### src/rtl/npu_pkg.sv
// npu_pkg: shared tile-scheduler op codes, status codes and FSM state encoding.
package npu_pkg;
   localparam logic [2:0] OP_MUL  = 3'd0;
   localparam logic [2:0] OP_ADD  = 3'd1;
   localparam logic [2:0] OP_SUB  = 3'd2;
   localparam logic [2:0] OP_CONV = 3'd3;
   localparam logic [2:0] OP_DOT  = 3'd4;
   typedef enum logic [1:0] {ST_OK, ST_TIMEOUT, ST_BAD_OP, ST_ABORTED} sched_status_t;
   typedef enum logic [1:0] {S_IDLE, S_ISSUE, S_WAIT, S_FINISH} sched_state_t;
endpackage

### src/rtl/watchdog_counter.sv
// watchdog_counter: per-tile wait-cycle counter with an expiry flag.
//   clk, rst_n : clock, asynchronous active-low reset
//   clear      : zero the count (held while issuing a tile)
//   enable     : count this cycle (a wait cycle with no done event)
//   expired    : this enabled cycle is the LIMIT-th, so the tile has timed out
module watchdog_counter #(
   parameter int LIMIT = 4096
) (
   input  logic clk,
   input  logic rst_n,
   input  logic clear,
   input  logic enable,
   output logic expired
);
   localparam int W = $clog2(LIMIT + 1);
   localparam logic [W-1:0] LIMIT_M1 = W'(LIMIT - 1);
   logic [W-1:0] cnt;
   always_ff @(posedge clk or negedge rst_n)
      if (!rst_n) cnt <= '0;
      else if (clear) cnt <= '0;
      else if (enable) cnt <= cnt + W'(1);
   // Expiry is flagged on the cycle the count reaches LIMIT, so a tile gets exactly LIMIT wait cycles.
   assign expired = enable && cnt == LIMIT_M1;
endmodule

### src/rtl/tile_scheduler.sv
// tile_scheduler: walks a tile grid row-major, handshaking each tile with the tile processor.
//   cmd_valid/cmd_ready, cmd_op, cmd_rows_m1, cmd_cols_m1 : host command accept
//   cmd_abort  : stop after the current tile
//   tp_start, tp_tile_i, tp_tile_j, tp_op_code, tp_done : tile processor handshake
//   busy, done_irq, status, tiles_done : progress and completion report
module tile_scheduler
   import npu_pkg::*;
#(
   parameter int TIMEOUT_CYCLES = 4096
) (
   input  logic       clk,
   input  logic       rst_n,
   input  logic       cmd_valid,
   output logic       cmd_ready,
   input  logic [2:0] cmd_op,
   input  logic [2:0] cmd_rows_m1,
   input  logic [2:0] cmd_cols_m1,
   input  logic       cmd_abort,
   output logic       tp_start,
   output logic [2:0] tp_tile_i,
   output logic [2:0] tp_tile_j,
   output logic [2:0] tp_op_code,
   input  logic       tp_done,
   output logic       busy,
   output logic       done_irq,
   output logic [1:0] status,
   output logic [6:0] tiles_done
);
   sched_state_t  state, state_n;
   sched_status_t status_q;
   logic [2:0] rows_q, cols_q;
   logic abort_q, tp_done_q, done_ev, last, accept, bad, expired;
   assign cmd_ready = state == S_IDLE;
   assign busy      = state != S_IDLE;
   assign tp_start  = state == S_ISSUE;
   assign done_irq  = state == S_FINISH;
   assign status    = status_q;
   assign accept    = cmd_valid && state == S_IDLE;
   assign bad       = cmd_op > OP_DOT;
   // Only a rising edge of the done level counts, so a level left high across a new start is ignored.
   assign done_ev   = state == S_WAIT && tp_done && !tp_done_q;
   assign last      = tp_tile_i == rows_q && tp_tile_j == cols_q;
   watchdog_counter #(.LIMIT(TIMEOUT_CYCLES)) u_wd (
      .clk(clk),
      .rst_n(rst_n),
      .clear(state == S_ISSUE),
      .enable(state == S_WAIT && !done_ev),
      .expired(expired)
   );
   always_comb begin
      state_n = state;
      case (state)
         S_IDLE:   state_n = accept ? (bad ? S_FINISH : S_ISSUE) : S_IDLE;
         S_ISSUE:  state_n = S_WAIT;
         S_WAIT:   state_n = done_ev ? ((last || abort_q) ? S_FINISH : S_ISSUE) : (expired ? S_FINISH : S_WAIT);
         S_FINISH: state_n = S_IDLE;
         default:  state_n = S_IDLE;
      endcase
   end
   always_ff @(posedge clk or negedge rst_n)
      if (!rst_n) begin
         state      <= S_IDLE;
         status_q   <= ST_OK;
         rows_q     <= '0;
         cols_q     <= '0;
         abort_q    <= 1'b0;
         tp_done_q  <= 1'b0;
         tp_tile_i  <= '0;
         tp_tile_j  <= '0;
         tp_op_code <= '0;
         tiles_done <= '0;
      end else begin
         state     <= state_n;
         tp_done_q <= tp_done;
         if (accept) begin
            tp_op_code <= cmd_op;
            rows_q     <= cmd_rows_m1;
            cols_q     <= cmd_cols_m1;
            tp_tile_i  <= '0;
            tp_tile_j  <= '0;
            tiles_done <= '0;
            abort_q    <= 1'b0;
            status_q   <= bad ? ST_BAD_OP : ST_OK;
         end else begin
            if ((state == S_ISSUE || state == S_WAIT) && cmd_abort) abort_q <= 1'b1;
            if (done_ev) begin
               tiles_done <= tiles_done + 7'd1;
               if (last) status_q <= ST_OK;
               else if (abort_q) status_q <= ST_ABORTED;
               else begin
                  tp_tile_j <= tp_tile_j == cols_q ? 3'd0 : tp_tile_j + 3'd1;
                  tp_tile_i <= tp_tile_j == cols_q ? tp_tile_i + 3'd1 : tp_tile_i;
               end
            end else if (expired) status_q <= ST_TIMEOUT;
         end
      end
endmodule

### config.mk
export PLATFORM = sky130hd
export DESIGN_NAME = tile_scheduler
export DESIGN_NICKNAME = d
export VERILOG_FILES = /design/src/rtl/npu_pkg.sv /design/src/rtl/watchdog_counter.sv /design/src/rtl/tile_scheduler.sv
export SDC_FILE = /design/constraint.sdc
export NUM_CORES = 1
export LEC_CHECK = 0
export ABC_AREA = 0
export CAP_MARGIN = 20
export CORE_ASPECT_RATIO = 0.5
export CORE_MARGIN = 2
export CORE_UTILIZATION = 58
export CTS_BUF_LIST = sky130_fd_sc_hd__clkbuf_4
export CTS_CLUSTER_DIAMETER = 200
export DETAILED_ROUTE_END_ITERATION = 10
export PLACE_DENSITY_LB_ADDON = 0.25
export SKIP_LAST_GASP = 1
export SLEW_MARGIN = 20
export SYNTH_ARGS = -nofsm -noshare
export SYNTH_HDL_FRONTEND = slang
export SYNTH_SLANG_ARGS = --single-unit
### constraint.sdc
create_clock -name clk -period 2.8 [get_ports clk]
set_input_delay 0.7 -clock clk [delete_from_list [all_inputs] [get_ports clk]]
set_output_delay 0.7 -clock clk [all_outputs]
set_load 0.05 [all_outputs]
==> metrics.txt <==
status completed; fillers 257; post-DP HPWL 2894 microns; row count 15; Clock Path Buffers 2; DRC Markers 0; unrepaired setup endpoints after global routing false; Area growth syn-to-layout 22.91%; Reg area 1026 sq um; post-synthesis instance total 208; CP max stage cell clkdlybuf4s50_1; Reg2Reg Depth 7; Syn Nets 231; total congestion overflow 0; Final Non-Filler Cells 299; WL final 4005 microns; largest net degree at the start of global routing 42; Worst-Skew Late Latency 330 ps; Seq cells post-synth 41; final hold vios 0; CP endpoint kind output pin; die width 87.71 microns; Startpoint Class flip-flop; fmax 0.3812 GHz; Clock H-tree levels 2; clock tree sinks 41; Die Y 45.86 microns; synth unique cells 32; fin crit period 2623 ps; CTS Root Cell clkbuf_4; register area share after synthesis 0.5049; antenna violations before repair 0; clk_skew 6.210 ps; Max IR drop VDD 0.0004875 V; full die area 4022 sq um; buffer and inverter count on the worst path 2; # setup viols final 0; Avg WL per Cell 13.39 microns; syn avg cell area 9.769 sq um; Reg-to-Reg End status[1]; worst r2r src state[0]; number of DRC markers in iteration 0 58; mux share of post-synthesis cell area 0.01478; via/cell ratio 5.214; HP Class in -> async; R2R setup slack 680 ps; Yosys Warn Count 0; total CTS buffers 5; relative slew slack 0.3895; routability cong. 0.7636; Initial Util 0.5982; number of routed nets with antenna violations 0; number of global-route vias before repair 1,528; class of the most critical setup path reg -> out; Max Cap Viol 0; crit-path max cell delay 820 ps; Cell Area, Synth 2032 sq um; IO Pins 36; post-cts sizing count 0; setup TNS 0 ps; delay-heaviest family, CP buffers and inverters; CTS Hold Bufs 0; n_diodes 0; worst-path fanout max 4; Final Max Tran Viols 0; post-synthesis simple-gate area fraction 0.2457; Pre-Repair DR Iteration Count 4; CTS tree yes; Design Power 0.001990 W; Port Buffer Count 35; dpl cells 291; worst-margin pin slew 915.7 ps; Worst Path Arrival 1920 ps; setup bufs post-CTS 0; global-route wire length before repair 6665 microns; Pleak 1.150 nW; layout cells sized above 1 0.08871; footprint of the multi-input gates 967.2 sq um; Power Density 796.7 nW/um^2; Setup crit start state[0]; worst-path cell chain inv_1 > ha_1 > clkdlybuf4s50_1; Core Footprint 3397 sq um; clock-pin slew on the worst setup and hold paths 120 ps; main combinational cell family by area after synthesis simple AND/OR/NAND/NOR gates; Synth Area in Compound Gates 0.05234; XOR/XNOR Fraction of Synth Area 0.1078; worst path required time 2100 ps; all-layer global routing usage 0.2221; Post-Synth Adder-Cell Area 0.05542; Post-layout nets 270; period utilization 0.9368; via total after detailed routing 1,559
==> worst max-delay path by stage <==
stage                     cells past startpoint         to  slack [ps]
after CTS                                     3  cmd_ready         140
after detailed placement                      6  status[1]         250
final                                         3  cmd_ready         180
after floorplan                               3       busy         760
after global placement                        6  status[1]         340
after global routing                          3  cmd_ready          80
==> layout by cell type (no fill, tap or decap), types with 4 or more instances in the layout <==
master / Yosys / layout
nand2_1: 44 / 44
dfrtp_1: 41 / 41
clkdlybuf4s50_1: 0 / 33
nor2_1: 30 / 30
xnor2_1: 13 / 13
nand3_1: 12 / 12
xor2_1: 12 / 12
ha_1: 9 / 9
clkbuf_4: 0 / 8
a21oi_1: 6 / 6
inv_1: 4 / 4
buf_4: 0 / 4
==> report_power, final <==
| part | total [W] | switching (W) | internal [W] |
|---|---|---|---|
| Clock | 0.000313 | 0.000184 | 0.000130 |
| Sequential | 0.000796 | 0.0000879 | 0.000708 |
| Combinational | 0.000880 | 0.000569 | 0.000312 |
==> per-layer routing <==
metal,track usage,wire length (microns),vias to the layer above
li1,-,-,769
met1,0.2785,1865,765
met2,0.3955,1984,23
met3,0.05435,144,2
met4,0.05538,10,0
met5,0,0,-
==> area by class of cell <==
class | instances | share of cell area
multi-input cells | 157 | 0.3873
well taps | 51 | 0.02555
clock buffers | 8 | 0.02405
inverters | 4 | 0.006012
repair buffers | 38 | 0.1463
flip-flops and latches | 41 | 0.4108
==> Yosys cell counts, drive strengths merged <==
cell type | instances | share of area
inv | 4 | 0.0074
ha | 9 | 0.055
nand2b | 1 | 0.0031
nand4 | 4 | 0.015
and2b | 1 | 0.0049
and3b | 1 | 0.0043
nand2 | 44 | 0.081
nor2 | 30 | 0.055
nor4b | 1 | 0.0074
a41oi | 1 | 0.0080
mux2i | 3 | 0.015
a22oi | 1 | 0.0037
a21oi | 6 | 0.015
nor4 | 1 | 0.010
or3 | 1 | 0.0031
a221oi | 2 | 0.0086
nand3 | 12 | 0.030
and3 | 2 | 0.0062
buf | 1 | 0.0025
nor3 | 2 | 0.0049
o41ai | 1 | 0.0043
dfrtp | 41 | 0.50
and4bb | 1 | 0.0062
o221a | 1 | 0.0055
or2 | 2 | 0.0062
o21ai | 3 | 0.0074
xor2 | 12 | 0.052
xnor2 | 13 | 0.056
clkbuf | 5 | 0.0092
and2 | 1 | 0.0031
and4 | 1 | 0.0043
==> stage by stage <==
step / worst slack [ps] / hold slack [ps] / util / instance area [sq um]
6_report: 176.9 / 481.1 / 0.7352 / 2497
5_1_grt: 83.16 / 528.5 / 0.7352 / 2497
4_1_cts: 136.9 / 497.6 / 0.7352 / 2497
3_5_place_dp: 246.7 / 472.2 / 0.7175 / 2437
3_3_place_gp: 341.1 / 457.2 / 0.7175 / 2437
2_1_floorplan: 760.3 / 404.4 / - / 2032
==> state kept, by name (all words and copies together), names as in the netlist <==
name        flops
tp_done_q       1
abort_q         1
u_wd.cnt       13
tiles_done      7
tp_tile_j       3
status          2
state           2
cols_q          3
tp_op_code      3
tp_tile_i       3
rows_q          3
==> cells by family (layout without fill, tap and decap cells) <==
kind of cell | count (synthesis) | count (layout)
buffers and inverters | 10 | 50
muxes | 3 | 3
and+or+nand+nor | 105 | 105
AOI/OAI and AO/OA | 15 | 15
xor gates and xnor gates | 25 | 25
adders and majority gates | 9 | 9
DFF | 41 | 41
Power figures use the tool's default switching activity.
